[src/rtl/mc_control_fsm.sv]
// Multicycle main controller for the unpipelined MIPS core.
// Sequences fetch/decode/execute/memory/writeback, drives datapath enables
// and mux selects, supervises memory wait states with a timeout, and obeys
// run/idle control at instruction boundaries.
// Optional build macro: MC_CTRL_PERF_EN adds instr_count / cycle_count.
module mc_control_fsm #(
  parameter int TO_W        = 4,
  parameter int MEM_TIMEOUT = 15
) (
  input  logic       clk,
  input  logic       rst_n,
  input  logic       run,
  input  logic [5:0] opcode,
  input  logic       mem_ready,
  output logic       pc_write,
  output logic       pc_write_cond,
  output logic       i_or_d,
  output logic       mem_read,
  output logic       mem_write,
  output logic       ir_write,
  output logic       mem_to_reg,
  output logic       reg_dst,
  output logic       reg_write,
  output logic       alu_src_a,
  output logic [1:0] alu_src_b,
  output logic [1:0] alu_op,
  output logic [1:0] pc_source,
  output logic [3:0] state,
  output logic       illegal_op,
  output logic       bus_err
`ifdef MC_CTRL_PERF_EN
  ,
  output logic [31:0] instr_count,
  output logic [31:0] cycle_count
`endif
);

  typedef enum logic [3:0] {
    IDLE     = 4'd0,
    FETCH    = 4'd1,
    DECODE   = 4'd2,
    MEM_ADDR = 4'd3,
    MEM_RD   = 4'd4,
    MEM_WB   = 4'd5,
    MEM_WR   = 4'd6,
    R_EXEC   = 4'd7,
    R_WB     = 4'd8,
    BRANCH   = 4'd9,
    JUMP     = 4'd10,
    I_EXEC   = 4'd11,
    I_WB     = 4'd12
  } state_t;

  localparam logic [5:0] OP_RTYPE = 6'b000000;
  localparam logic [5:0] OP_LW    = 6'b100011;
  localparam logic [5:0] OP_SW    = 6'b101011;
  localparam logic [5:0] OP_BEQ   = 6'b000100;
  localparam logic [5:0] OP_J     = 6'b000010;
  localparam logic [5:0] OP_ADDI  = 6'b001000;

  localparam logic [TO_W-1:0] TO_LIMIT = TO_W'(MEM_TIMEOUT);

  state_t          state_q, state_d;
  logic            illegal_q, illegal_d;
  logic            bus_err_q, bus_err_d;
  logic [TO_W-1:0] wait_q, wait_d;
  logic            mem_state;
  logic            timeout;
  state_t          boundary_next;

  // Next-state, sticky flags and wait-state counter.
  always_comb begin
    state_d       = state_q;
    illegal_d     = illegal_q;
    bus_err_d     = bus_err_q;
    mem_state     = (state_q == FETCH) || (state_q == MEM_RD) || (state_q == MEM_WR);
    // The limit only bites if memory is still not ready on that cycle.
    timeout       = mem_state && !mem_ready && (wait_q == TO_LIMIT);
    boundary_next = run ? FETCH : IDLE;

    case (state_q)
      IDLE:     if (run && !bus_err_q) state_d = FETCH;
      FETCH:    if (mem_ready) state_d = DECODE;
      DECODE: begin
        case (opcode)
          OP_RTYPE:      state_d = R_EXEC;
          OP_LW, OP_SW:  state_d = MEM_ADDR;
          OP_BEQ:        state_d = BRANCH;
          OP_J:          state_d = JUMP;
          OP_ADDI:       state_d = I_EXEC;
          default: begin
            illegal_d = 1'b1;
            state_d   = boundary_next;
          end
        endcase
      end
      MEM_ADDR: state_d = (opcode == OP_LW) ? MEM_RD : MEM_WR;
      MEM_RD:   if (mem_ready) state_d = MEM_WB;
      MEM_WB:   state_d = boundary_next;
      MEM_WR:   if (mem_ready) state_d = boundary_next;
      R_EXEC:   state_d = R_WB;
      R_WB:     state_d = boundary_next;
      BRANCH:   state_d = boundary_next;
      JUMP:     state_d = boundary_next;
      I_EXEC:   state_d = I_WB;
      I_WB:     state_d = boundary_next;
      default:  state_d = IDLE;
    endcase

    if (timeout) begin
      state_d   = IDLE;
      bus_err_d = 1'b1;
    end

    // Counting only while parked in a memory state; any transition clears,
    // which covers entry into FETCH, MEM_RD and MEM_WR.
    wait_d = (mem_state && (state_d == state_q)) ? wait_q + 1'b1 : '0;
  end

  // State, flag and counter registers.
  always_ff @(posedge clk or negedge rst_n) begin
    if (!rst_n) begin
      state_q   <= IDLE;
      illegal_q <= 1'b0;
      bus_err_q <= 1'b0;
      wait_q    <= '0;
    end else begin
      state_q   <= state_d;
      illegal_q <= illegal_d;
      bus_err_q <= bus_err_d;
      wait_q    <= wait_d;
    end
  end

  // Moore outputs from state; FETCH loads IR/PC only when memory is ready,
  // and a timeout cycle suppresses every enable.
  always_comb begin
    pc_write      = 1'b0;
    pc_write_cond = 1'b0;
    i_or_d        = 1'b0;
    mem_read      = 1'b0;
    mem_write     = 1'b0;
    ir_write      = 1'b0;
    mem_to_reg    = 1'b0;
    reg_dst       = 1'b0;
    reg_write     = 1'b0;
    alu_src_a     = 1'b0;
    alu_src_b     = 2'b00;
    alu_op        = 2'b00;
    pc_source     = 2'b00;
    if (!timeout) begin
      case (state_q)
        FETCH: begin
          mem_read  = 1'b1;
          alu_src_b = 2'b01;
          ir_write  = mem_ready;
          pc_write  = mem_ready;
        end
        DECODE: alu_src_b = 2'b11;
        MEM_ADDR: begin
          alu_src_a = 1'b1;
          alu_src_b = 2'b10;
        end
        MEM_RD: begin
          mem_read = 1'b1;
          i_or_d   = 1'b1;
        end
        MEM_WB: begin
          reg_write  = 1'b1;
          mem_to_reg = 1'b1;
        end
        MEM_WR: begin
          mem_write = 1'b1;
          i_or_d    = 1'b1;
        end
        R_EXEC: begin
          alu_src_a = 1'b1;
          alu_op    = 2'b10;
        end
        R_WB: begin
          reg_write = 1'b1;
          reg_dst   = 1'b1;
        end
        BRANCH: begin
          alu_src_a     = 1'b1;
          alu_op        = 2'b01;
          pc_write_cond = 1'b1;
          pc_source     = 2'b01;
        end
        JUMP: begin
          pc_write  = 1'b1;
          pc_source = 2'b10;
        end
        I_EXEC: begin
          alu_src_a = 1'b1;
          alu_src_b = 2'b10;
        end
        I_WB: reg_write = 1'b1;
        default: ;
      endcase
    end
  end

  assign state      = state_q;
  assign illegal_op = illegal_q;
  assign bus_err    = bus_err_q;

`ifdef MC_CTRL_PERF_EN
  logic [31:0] instr_q, instr_d;
  logic [31:0] cycle_q, cycle_d;
  logic        instr_done;

  // Performance counters: busy cycles and completed (legal) instructions.
  always_comb begin
    instr_done = !timeout &&
                 ((state_q == MEM_WB) || (state_q == R_WB) || (state_q == I_WB) ||
                  (state_q == BRANCH) || (state_q == JUMP) ||
                  ((state_q == MEM_WR) && mem_ready));
    instr_d = instr_done ? instr_q + 32'd1 : instr_q;
    cycle_d = (state_q != IDLE) ? cycle_q + 32'd1 : cycle_q;
  end

  // Performance counter registers.
  always_ff @(posedge clk or negedge rst_n) begin
    if (!rst_n) begin
      instr_q <= '0;
      cycle_q <= '0;
    end else begin
      instr_q <= instr_d;
      cycle_q <= cycle_d;
    end
  end

  assign instr_count = instr_q;
  assign cycle_count = cycle_q;
`endif

endmodule

[config.mk]
export PLATFORM = sky130hd
export DESIGN_NAME = mc_control_fsm
export DESIGN_NICKNAME = d
export VERILOG_FILES = /design/src/rtl/mc_control_fsm.sv
export SDC_FILE = /design/constraint.sdc
export NUM_CORES = 1
export LEC_CHECK = 0
export BUFFER_PORTS_ARGS = -buffer_cell sky130_fd_sc_hd__buf_2
export CORE_MARGIN = 2
export CORE_UTILIZATION = 40
export DETAILED_ROUTE_END_ITERATION = 16
export GPL_TIMING_DRIVEN = 0
export PLACE_DENSITY = 0.76
export RECOVER_POWER = 50
export SETUP_SLACK_MARGIN = 0.4
export SLEW_MARGIN = 25
export SYNTH_ARGS = -nofsm -noshare
export SYNTH_HDL_FRONTEND = slang
export SYNTH_SLANG_ARGS = --single-unit
[constraint.sdc]
create_clock -name clk -period 2.65 [get_ports clk]
set_clock_uncertainty 0.1 [all_clocks]
set_input_delay 0.3975 -clock clk [delete_from_list [all_inputs] [get_ports clk]]
set_output_delay 0.3975 -clock clk [all_outputs]
set_load 0.05 [all_outputs]
==> results of run 1 <==
==> final cells by class <==
type                            instances  area [sq um]
Buffer                                 10          78.8
Clock buffer                            4          26.3
Fill cell                             217           895
Inverter                                4          15.0
Multi-Input combinational cell         97           739
Sequential cell                        10           254
Tap cell                               28          35.0
Timing Repair Buffer                   33           190
==> state kept, by name, indices dropped and copies added, names as in the netlist <==
register / flops
illegal_op: 1
bus_err: 1
state: 4
wait_q: 4
==> repair_timing <==
action                     in CTS  in global routing
hold buffers                    1                  0
hold endpoints to repair       10                  0
buffers inserted                0                  2
setup endpoints to repair      10                 17
gates resized for setup         8                 20
pin swaps                       0                  1
==> worst reg2reg max path, stage by stage (launching register included) <==
cell      delay (ns)
dfrtp_2         0.41
buf_6           0.14
nor4b_4         0.35
clkbuf_4        0.22
nand4_1         0.13
a31oi_4         0.22
mux2i_2         0.32
nor3_1          0.09
==> cells by family (layout without fill, tap and decap cells) <==
group | count (synthesis) | count (layout) | synth area share (%)
and+or+nand+nor | 62 | 62 | 37.1
AOI/OAI and AO/OA | 29 | 29 | 22.6
buffers and inverters | 14 | 51 | 8.32
DFF | 10 | 10 | 26.0
xor gates and xnor gates | 4 | 4 | 3.64
adders and majority gates | 1 | 1 | 1.30
muxes | 1 | 1 | 1.04
==> cell usage after synthesis (all sizes together) (2+ instances only) <==
master	count	share of area, %
and2	2	1.3
a21oi	6	3.1
a31o	2	1.8
nor4	3	2.0
o21bai	2	1.6
buf	8	6.0
o21ai	6	3.5
nand3	5	2.6
nor2	13	5.3
xnor2	3	2.7
nand2	7	2.7
nor3b	3	2.3
dfrtp	10	26
and3	3	2.0
nor3	9	4.7
nand4	2	1.3
clkbuf	2	0.78
a31oi	3	3.5
o211ai	2	1.6
inv	4	1.6
nand2b	2	1.3
nor2b	5	3.3
==> through the flow <==
step | std cells | instance area [sq um] | util (%) | power (W)
global placement | 179 | 1230 | 55.1 | 0.00134
floorplan | 121 | 1040 | - | 0.00115
global route | 186 | 1340 | 59.9 | 0.00167
detailed placement | 179 | 1230 | 55.1 | 0.00136
CTS | 184 | 1290 | 57.6 | 0.00151
finish | 186 | 1340 | 59.9 | 0.00157
==> power groups by stage <==
stage	Combinational, W	Clock [W]	Sequential (W)
final	0.00123	0.000111	0.000225
after global routing	0.00132	0.000128	0.000231
after CTS	0.00117	0.000114	0.000227
after detailed placement	0.00113	0	0.000229
after global placement	0.00111	0	0.000227
after floorplan	0.000838	0	0.000310
==> how the worst max path moves through the flow <==
stage	startpoint	to	slack, ns	cells past startpoint
finish	state[1]	pc_write	0.46	6
global route	state[0]	reg_write	0.37	6
CTS	state[2]	pc_write	0.40	6
detailed placement	state[2]	wait_q[2]	0.51	7
global placement	state[2]	wait_q[3]	0.54	7
floorplan	state[1]	mem_read	0.27	3
==> routing by layer <==
metal  vias to the layer above  track usage [%]
li1                        519                -
met1                       517             27.3
met2                        30             32.1
met3                         0             6.50
met4                         0             5.13
met5                         -                0
==> impl_metrics.env, run 1 <==
export IMPL_status="completed"
export IMPL_wl_met1_mm=1.15
export IMPL_syn_num_nets=132
export IMPL_finalCritPeriodShare_pct=82.8
export IMPL_cpMostUsedCell="clkbuf_4"
export IMPL_p_leak_nw=0.553
export IMPL_post_drt_via_cell_ratio=5.73
export IMPL_synth_flop_cell="dfrtp_1"
export IMPL_core_sq_um=2230
export IMPL_syn_to_final_growth_pct=39.1
export IMPL_topRoutingLayerUsed="met3"
export IMPL_holdWs_ns=0.372
export IMPL_dp_slack_ns=0.506
export IMPL_synth_cell_types=49
export IMPL_crit_path_max_incr_delay_ns=0.43
export IMPL_crit_chain="buf_2 -> clkbuf_4 -> nand2_4 -> nor2_4 -> or2_4 -> clkbuf_4"
export IMPL_gr_total_overflow=0
export IMPL_cts_max_level=1
export IMPL_clkLatencyLatePin_ns=0.27
export IMPL_holdPathStages=1
export IMPL_min_to="wait_q[0]"
export IMPL_num_vias=1066
export IMPL_initial_core_util_pct=43.1
export IMPL_antenna_found_initial=0
export IMPL_critPathCaptureType="output pin"
export IMPL_path_class="reg2out"
export IMPL_intPower_w=0.000666
export IMPL_worst_pin_slew_ns=0.595
export IMPL_wirelength_mm=2.58
export IMPL_dp_hpwl_mm=1.93
export IMPL_dieHeight_microns=53.0
export IMPL_setup_ws_ns=0.455
export IMPL_die_w_microns=53.0
export IMPL_port_buffers=30
export IMPL_cts_tree="built"
export IMPL_drtPass1Iterations=4
export IMPL_drcViolationCount=0
export IMPL_reg2reg_from="state[2]"
export IMPL_hp_class="reg2reg"
export IMPL_timing_rr_end="wait_q[3]"
export IMPL_final_common_cell="buf_2"
export IMPL_regToRegSetupSlack_ns=0.54
export IMPL_grt_max_degree=11
export IMPL_dieArea_sq_um=2810
export IMPL_synth_edff_count=0
export IMPL_clockBufferDepth=2
export IMPL_maxSlewViolCount=0
export IMPL_ios=32
export IMPL_grtUsageTotal_pct=20.5
export IMPL_crit_family="buffers and inverters"
export IMPL_ys_seq_elements=10
export IMPL_route_met3_wl_microns=148
export IMPL_hold_viol_final=0
export IMPL_drtAntennaViolNets=0
export IMPL_r2r_cells=7
export IMPL_avgSynthCellArea_sq_um=7.95
export IMPL_layout_nets=170
export IMPL_powerDensity_nw_per_um2=1170
export IMPL_path_clk_slew_ns=0.07
export IMPL_ys_seq_area_share_pct=26.0
export IMPL_max_freq_mhz=456
export IMPL_dr_first_iter_drc_count=28
export IMPL_cp_max_fo=10
export IMPL_rows=17
export IMPL_async_flop_share_pct=100
export IMPL_worst_path_buf_inv=3
export IMPL_avgRoutedWirePerCell_microns=13.9
export IMPL_startpoint_type="register"
export IMPL_power_frac_comb_pct=78.5
export IMPL_first_global_vias=950
export IMPL_tns_ns=0
export IMPL_synth_cells=121
export IMPL_vdd_drop_max_mv=0.726
export IMPL_cts_root_buf="clkbuf_4"
export IMPL_pwr_share_seq_pct=14.4
export IMPL_min_period_ns=2.19
export IMPL_slew_headroom_pct=60.5
export IMPL_arrival_ns=1.70
export IMPL_clkPwrFrac_pct=7.1
export IMPL_synthesis_yosys_warnings=0
export IMPL_drive_gt1_share_pct=42.4
export IMPL_hp_start="wait_q[0]"
export IMPL_grt_pass1_wl_mm=4.17
export IMPL_gp_congestion=0.904
export IMPL_maxCapViolations=0
export IMPL_cp_required_ns=2.15
export IMPL_finalSetupViolCount=0
export IMPL_sw_frac_of_total_pct=57.6
export IMPL_layout_common_cells="18 x buf_2, 11 x clkbuf_4, 8 x nor2_1, 8 x clkbuf_1, 7 x dfrtp_1"
export IMPL_cts_num_sinks=10
export IMPL_num_antenna_cells=0
export IMPL_syn_area_sq_um=962
export IMPL_cts_buffers=3
export IMPL_slowest_stage="dfrtp_2"
export IMPL_rsz0062_at_grt="yes"
export IMPL_p_switching_w=0.000902
export IMPL_wl_met2_mm=1.28
Note: power is estimated with default switching activity, not from simulation.
==> run 2: changes to the inputs <==
--- a/config.mk
+++ b/config.mk
@@ -10,7 +10,7 @@
 export CORE_UTILIZATION = 40
 export DETAILED_ROUTE_END_ITERATION = 16
 export GPL_TIMING_DRIVEN = 0
-export PLACE_DENSITY = 0.76
+export PLACE_DENSITY = 0.78
 export RECOVER_POWER = 50
 export SETUP_SLACK_MARGIN = 0.4
 export SLEW_MARGIN = 25
==> constraint.sdc (replaced) <==
create_clock -name clk -period 1.76 [get_ports clk]
set_clock_uncertainty 0.1 [all_clocks]
set_input_delay 0.264 -clock clk [delete_from_list [all_inputs] [get_ports clk]]
set_output_delay 0.264 -clock clk [all_outputs]
set_load 0.05 [all_outputs]
==> impl_metrics.env, run 2 <==
export IMPL_cts_max_level=1
export IMPL_status="aborted with a tool error"
export IMPL_worst_endpoint="wait_q[1]$_DFF_PN0_/D"
export IMPL_synth_area_leaders="dfrtp_1 26%, nor3_1 4.7%, nor2_1 4.7%, nor2b_1 3.3%, a21oi_1 3.1%"
export IMPL_die_w_microns=53.0
export IMPL_synthesis_yosys_warnings=0
export IMPL_synth_top_family_by_area="simple AND/OR/NAND/NOR gates"
export IMPL_ys_seq_elements=10
export IMPL_grt_max_degree=11
export IMPL_syn_num_nets=132
export IMPL_worst_endpoint_kind="register data pin"
export IMPL_cts_buffers=3
export IMPL_synth_cell_types=49
export IMPL_antenna_found_initial=0
export IMPL_initial_core_util_pct=43.1
export IMPL_synth_commonest_cells="12 x nor2_1, 10 x dfrtp_1, 9 x nor3_1"
export IMPL_firstError="[ERROR DPL-0033] detailed placement checks failed during check placement."
export IMPL_yosys_area_share_simple_pct=37.1
export IMPL_synth_xor_area_share_pct=3.64
export IMPL_ios=32
export IMPL_synth_mux_area_share_pct=1.04
export IMPL_synth_top_cell_by_area="dfrtp_1"
export IMPL_dieHeight_microns=53.0
export IMPL_yosysMostFrequentCell="nor2_1"
export IMPL_synth_edff_count=0
export IMPL_dp_hpwl_mm=2.09
export IMPL_gp_congestion=0.853
export IMPL_cts_root_buf="clkbuf_4"
export IMPL_synth_top_area_share_pct=26.0
export IMPL_syn_area_sq_um=962
export IMPL_synth_cells=121
export IMPL_ys_seq_area_share_pct=26.0
export IMPL_clockBufferDepth=2
export IMPL_synth_flop_cell="dfrtp_1"
export IMPL_avgSynthCellArea_sq_um=7.95
export IMPL_stop_stage="5_1_grt"
export IMPL_cts_num_sinks=10
export IMPL_yosys_area_share_adder_pct=1.30
export IMPL_rows=17
export IMPL_synth_compound_area_share_pct=22.6
export IMPL_dp_cells=179
export IMPL_port_buffers=30
export IMPL_async_flop_share_pct=100
-- run 2: cell counts after synthesis --
Identical to the previous run, type by type.
-- run 2: logic make-up after synthesis --
kind of cell	count (synthesis)
buf+inv	14
fa+ha+maj	1
simple gates	62
mux	1
flops	10
compound gates	29
xor+xnor	4
-- run 2: timing repair --
item / in CTS
resized for setup: 67
setup endpoints to repair: 24
pin swaps: 9
hold endpoints to repair: 10
gates cloned: 2
buffers inserted: 20
hold buffers: 1
-- run 2: metrics by stage --
| step | setup slack, ns | cell area (sq um) | TNS, ns |
|---|---|---|---|
| 3_3_place_gp | -0.273 | 1420 | -1.09 |
| 4_1_cts | -0.267 | 1890 | -2.17 |
| 2_1_floorplan | -0.380 | 1230 | -2.19 |
| 3_5_place_dp | -0.277 | 1420 | -1.10 |
==> run 3: changes to the inputs <==
--- a/config.mk
+++ b/config.mk
@@ -7,12 +7,11 @@
 export LEC_CHECK = 0
 export BUFFER_PORTS_ARGS = -buffer_cell sky130_fd_sc_hd__buf_2
 export CORE_MARGIN = 2
-export CORE_UTILIZATION = 40
+export CORE_UTILIZATION = 25
 export DETAILED_ROUTE_END_ITERATION = 16
 export GPL_TIMING_DRIVEN = 0
-export PLACE_DENSITY = 0.78
+export PLACE_DENSITY_LB_ADDON = 0.15
 export RECOVER_POWER = 50
-export SETUP_SLACK_MARGIN = 0.4
 export SLEW_MARGIN = 25
 export SYNTH_ARGS = -nofsm -noshare
 export SYNTH_HDL_FRONTEND = slang
==> constraint.sdc (replaced) <==
create_clock -name clk -period 2.29 [get_ports clk]
set_clock_uncertainty 0.1 [all_clocks]
set_input_delay 0.3435 -clock clk [delete_from_list [all_inputs] [get_ports clk]]
set_output_delay 0.3435 -clock clk [all_outputs]
set_load 0.05 [all_outputs]
==> impl_metrics.env, run 3 (synthesis gave the netlist of run 1 again) <==
export IMPL_startpoint_type="register"
export IMPL_cp_required_ns=1.85
export IMPL_layout_nets=168
export IMPL_route_met3_wl_microns=259
export IMPL_cts_buffers=3
export IMPL_dp_hpwl_mm=2.19
export IMPL_syn_to_final_growth_pct=37.1
export IMPL_antenna_found_initial=0
export IMPL_dp_slack_ns=0.0640
export IMPL_drcViolationCount=0
export IMPL_slew_headroom_pct=60.2
export IMPL_clkPwrFrac_pct=12.0
export IMPL_path_clk_slew_ns=0.05
export IMPL_sw_frac_of_total_pct=56.9
export IMPL_rsz0062_at_grt="no"
export IMPL_wl_met1_mm=1.27
export IMPL_num_vias=1056
export IMPL_grt_max_degree=11
export IMPL_final_util_pct=35.8
export IMPL_initial_core_util_pct=26.1
export IMPL_layout_common_cells="23 x buf_2, 8 x nor2_1, 7 x clkbuf_1"
export IMPL_dr_first_iter_drc_count=36
export IMPL_clkLatencyLatePin_ns=0.23
export IMPL_topRoutingLayerUsed="met4"
export IMPL_grt_pass1_wl_mm=4.40
export IMPL_arrival_ns=1.74
export IMPL_grtUsageTotal_pct=13.0
export IMPL_wl_met2_mm=1.18
export IMPL_path_class="reg2out"
export IMPL_power_frac_comb_pct=73.3
export IMPL_clockBufferDepth=2
export IMPL_hp_class="reg2reg"
export IMPL_core_sq_um=3690
export IMPL_powerDensity_nw_per_um2=1370
export IMPL_pwr_share_seq_pct=14.6
export IMPL_dieArea_sq_um=4360
export IMPL_rows=22
export IMPL_cts_tree="built"
export IMPL_drive_gt1_share_pct=39.7
export IMPL_final_common_cell="buf_2"
export IMPL_first_global_vias=927
export IMPL_worst_pin_slew_ns=0.600
export IMPL_drtAntennaViolNets=0
export IMPL_port_buffers=30
export IMPL_p_switching_w=0.00103
export IMPL_setup_ws_ns=0.103
export IMPL_ios=32
export IMPL_finalSetupViolCount=0
export IMPL_post_drt_via_cell_ratio=5.18
export IMPL_max_freq_mhz=457
export IMPL_cp_max_fo=10
export IMPL_wirelength_mm=2.73
export IMPL_gr_total_overflow=0
export IMPL_drtPass1Iterations=5
export IMPL_avgRoutedWirePerCell_microns=13.4
export IMPL_intPower_w=0.000778
export IMPL_cts_root_buf="clkbuf_8"
export IMPL_maxCapViolations=0
export IMPL_total_power_w=0.00181
export IMPL_gp_congestion=0.804
export IMPL_critPathCaptureType="output pin"
export IMPL_min_period_ns=2.19
export IMPL_vdd_drop_max_mv=0.294
export IMPL_dieHeight_microns=66.0
export IMPL_maxSlewViolCount=0
export IMPL_die_w_microns=66.0
export IMPL_p_leak_nw=0.540
export IMPL_cts_num_sinks=10
export IMPL_hold_viol_final=0
export IMPL_num_antenna_cells=0
export IMPL_status="completed"
export IMPL_finalCritPeriodShare_pct=95.5
export IMPL_cts_max_level=1
run 3: worst paths after layout:
| kind | start | to | slack (ns) | cells past startpoint |
|---|---|---|---|---|
| max in group asynchronous | rst_n | state[2] | 1.19 | 2 |
| worst max-delay path | state[2] | pc_source[0] | 0.10 | 7 |
| worst min-delay path | illegal_op | illegal_op | 0.37 | 1 |
| worst max register to register | state[2] | wait_q[1] | 0.12 | 7 |
| min in group asynchronous | rst_n | wait_q[2] | 0.50 | 2 |
| worst min register to register | illegal_op | illegal_op | 0.37 | 1 |
run 3: cell type report:
class | instances | area (sq um)
fill | 419 | 2370
tap | 48 | 60.1
buffer | 10 | 75.1
multi-input combinational | 97 | 702
sequential | 10 | 255
inverter | 4 | 15.0
clock buffer | 4 | 55.1
timing repair buffer | 31 | 156
run 3: worst max-delay path: stages, from the launching register on:
cell and delay [ns]:
dfrtp_2 0.40, buf_6 0.14, clkbuf_4 0.20, inv_1 0.14, nand2_2 0.15, nor2_4 0.13, buf_4 0.11, buf_2 0.24
run 3: through the flow:
step	hold slack (ns)	cell area (sq um)	std cells	TNS, ns
finish	0.374	1320	204	0
global route	0.393	1320	204	0
CTS	0.378	1310	204	0
detailed placement	0.120	1240	199	0
global placement	0.118	1240	199	0
floorplan	-0.0521	1030	121	-0.256
run 3: repair_timing:
| action | CTS | global route |
|---|---|---|
| hold endpoints to repair | 10 | 0 |
| hold buffers | 1 | 0 |
| gates resized for setup | 3 | 8 |
| setup buffers | 0 | 0 |
| setup endpoints to repair | 6 | 8 |
| pin swaps | 0 | 1 |
run 3: routing by layer:
layer | vias up | global-route usage (%)
met4 | 0 | 2.81
li1 | 511 | -
met1 | 500 | 19.0
met2 | 43 | 19.1
met3 | 2 | 3.58
met5 | - | 0
run 3: power by group through the flow:
stage                     clock network [W]  registers, W  logic (W)
after floorplan                           0      0.000359   0.000943
after global placement                    0      0.000264    0.00129
after detailed placement                  0      0.000267    0.00130
after CTS                          0.000223      0.000264    0.00131
after global routing               0.000235      0.000272    0.00142
final                              0.000217      0.000264    0.00132
==> run 4: changes to the inputs <==
--- a/config.mk
+++ b/config.mk
@@ -12,6 +12,7 @@
 export GPL_TIMING_DRIVEN = 0
 export PLACE_DENSITY_LB_ADDON = 0.15
 export RECOVER_POWER = 50
+export SETUP_SLACK_MARGIN = 0.15
 export SLEW_MARGIN = 25
 export SYNTH_ARGS = -nofsm -noshare
 export SYNTH_HDL_FRONTEND = slang
==> constraint.sdc (replaced) <==
create_clock -name clk -period 2.51 [get_ports clk]
set_clock_uncertainty 0.1 [all_clocks]
set_input_delay 0.3765 -clock clk [delete_from_list [all_inputs] [get_ports clk]]
set_output_delay 0.3765 -clock clk [all_outputs]
set_load 0.05 [all_outputs]
==> impl_metrics.env, run 4 (synthesis gave the netlist of run 1 again) <==
export IMPL_cp_required_ns=2.03
export IMPL_first_global_vias=942
export IMPL_rows=22
export IMPL_dp_hpwl_mm=2.16
export IMPL_rsz0062_at_grt="yes"
export IMPL_hp_class="reg2reg"
export IMPL_min_period_ns=2.27
export IMPL_finalCritPeriodShare_pct=90.4
export IMPL_path_clk_slew_ns=0.05
export IMPL_die_w_microns=66.0
export IMPL_crit_family="simple AND/OR/NAND/NOR gates"
export IMPL_ios=32
export IMPL_port_buffers=30
export IMPL_clockBufferDepth=2
export IMPL_antenna_found_initial=0
export IMPL_worst_path_buf_inv=3
export IMPL_timing_rr_end="wait_q[0]"
export IMPL_maxSlewViolCount=0
export IMPL_arrival_ns=1.79
export IMPL_gr_total_overflow=0
export IMPL_status="completed"
export IMPL_reg2reg_from="state[2]"
export IMPL_ff_latch_area_sq_um=253
export IMPL_vdd_drop_max_mv=0.389
export IMPL_path_class="reg2out"
export IMPL_clkLatencyLatePin_ns=0.23
export IMPL_placed_cell_area_sq_um=1230
export IMPL_max_freq_mhz=441
export IMPL_core_sq_um=3690
export IMPL_initial_core_util_pct=26.1
export IMPL_gp_congestion=0.833
export IMPL_drive_gt1_share_pct=37.8
export IMPL_num_antenna_cells=0
export IMPL_dr_first_iter_drc_count=39
export IMPL_worst_pin_slew_ns=0.603
export IMPL_hold_viol_final=0
export IMPL_cpMostUsedCell="buf_2"
export IMPL_fin_cells=204
export IMPL_wirelength_mm=2.70
export IMPL_post_drt_via_cell_ratio=5.06
export IMPL_tns_ns=0
export IMPL_finalSetupViolCount=0
export IMPL_cts_root_buf="clkbuf_8"
export IMPL_startpoint_type="register"
export IMPL_avgRoutedWirePerCell_microns=13.2
export IMPL_dp_cells=199
export IMPL_p_leak_nw=0.542
export IMPL_powerDensity_nw_per_um2=1250
export IMPL_r2r_cells=7
export IMPL_critPathCaptureType="output pin"
export IMPL_grtUsageTotal_pct=13.2
export IMPL_final_common_cell="buf_2"
export IMPL_min_to="illegal_op"
export IMPL_total_power_w=0.00161
export IMPL_regToRegSetupSlack_ns=0.37
export IMPL_multiInputGateArea_sq_um=688
export IMPL_layout_common_cells="27 x buf_2, 8 x nor2_1, 8 x dfrtp_1"
export IMPL_holdPathStages=1
export IMPL_crit_path_max_incr_delay_ns=0.38
export IMPL_drcViolationCount=0
export IMPL_postCtsSetupBuffers=0
export IMPL_cts_tree="built"
export IMPL_slew_headroom_pct=60.0
export IMPL_n_fill_cell=426
export IMPL_grt_pass1_wl_mm=4.46
export IMPL_cp_max_fo=10
export IMPL_hp_start="illegal_op"
export IMPL_layout_nets=168
export IMPL_dieArea_sq_um=4360
export IMPL_drtAntennaViolNets=0
export IMPL_grt_max_degree=11
export IMPL_cts_max_level=1
export IMPL_maxCapViolations=0
export IMPL_cts_buffers=3
export IMPL_cts_num_sinks=10
export IMPL_drtPass1Iterations=7
export IMPL_final_area_sq_um=1290
export IMPL_syn_to_final_growth_pct=34.3
export IMPL_slowest_stage="dfrtp_1"
export IMPL_dieHeight_microns=66.0
export IMPL_num_vias=1033
export IMPL_crit_chain="buf_6 -> buf_2 -> nor2_1 -> and3_2 -> or2_4 -> buf_2"
==> run 4: cell count changes in the layout (fill, tap and decap cells not counted), sizes merged <==
cell    previous run  this run
buf               27        31
clkbuf            17        13
==> run 4: metrics by stage <==
stage          setup slack (ns)  hold slack [ns]  utilization (%)
2_1_floorplan            0.0237          -0.0191                -
3_3_place_gp              0.319            0.150             33.3
5_1_grt                   0.145            0.391             35.0
4_1_cts                   0.195            0.371             35.1
3_5_place_dp              0.314            0.154             33.3
6_report                  0.240            0.366             35.0
==> run 4: area by class of cell <==
| class | instances | share of cell area [%] |
|---|---|---|
| flip-flops and latches | 10 | 19.6 |
| plain buffers | 10 | 5.42 |
| clock buffers | 4 | 4.26 |
| repair buffers | 31 | 11.7 |
| inverters | 4 | 1.16 |
| multi-input cells | 97 | 53.2 |
| well taps | 48 | 4.65 |
==> run 4: timing repair <==
action                     in CTS  in global routing
setup endpoints to repair       5                  4
cloned                          0                  0
hold endpoints to repair       10                  0
pin swaps                       0                  0
hold buffers                    1                  0
resized for setup               2                  3
==> run 4: worst max path at each step <==
stage | depth (start not counted) | startpoint | endpoint
6_report | 6 | state[2] | pc_write
5_1_grt | 6 | state[2] | pc_write
4_1_cts | 7 | state[2] | pc_write
3_5_place_dp | 6 | state[1] | pc_write
3_3_place_gp | 6 | state[1] | pc_write
2_1_floorplan | 7 | state[2] | wait_q[3]
==> run 4: power breakdown <==
group | switching, W | internal (W) | leakage [nW] | total, W
clock | 0.0000600 | 0.000138 | 0.0288 | 0.000198
sequential | 0.0000427 | 0.000199 | 0.128 | 0.000241
combinational | 0.000821 | 0.000353 | 0.386 | 0.00117
total | 0.000924 | 0.000689 | 0.542 | 0.00161
==> run 4: per-layer routing <==
| metal | vias to the layer above | track usage [%] | share of wire [%] |
|---|---|---|---|
| met4 | 0 | 1.53 | 0 |
| met5 | - | 0 | 0 |
| met3 | 0 | 3.24 | 4.5 |
| met2 | 25 | 20.8 | 47 |
| li1 | 514 | - | - |
| met1 | 494 | 18.8 | 48 |
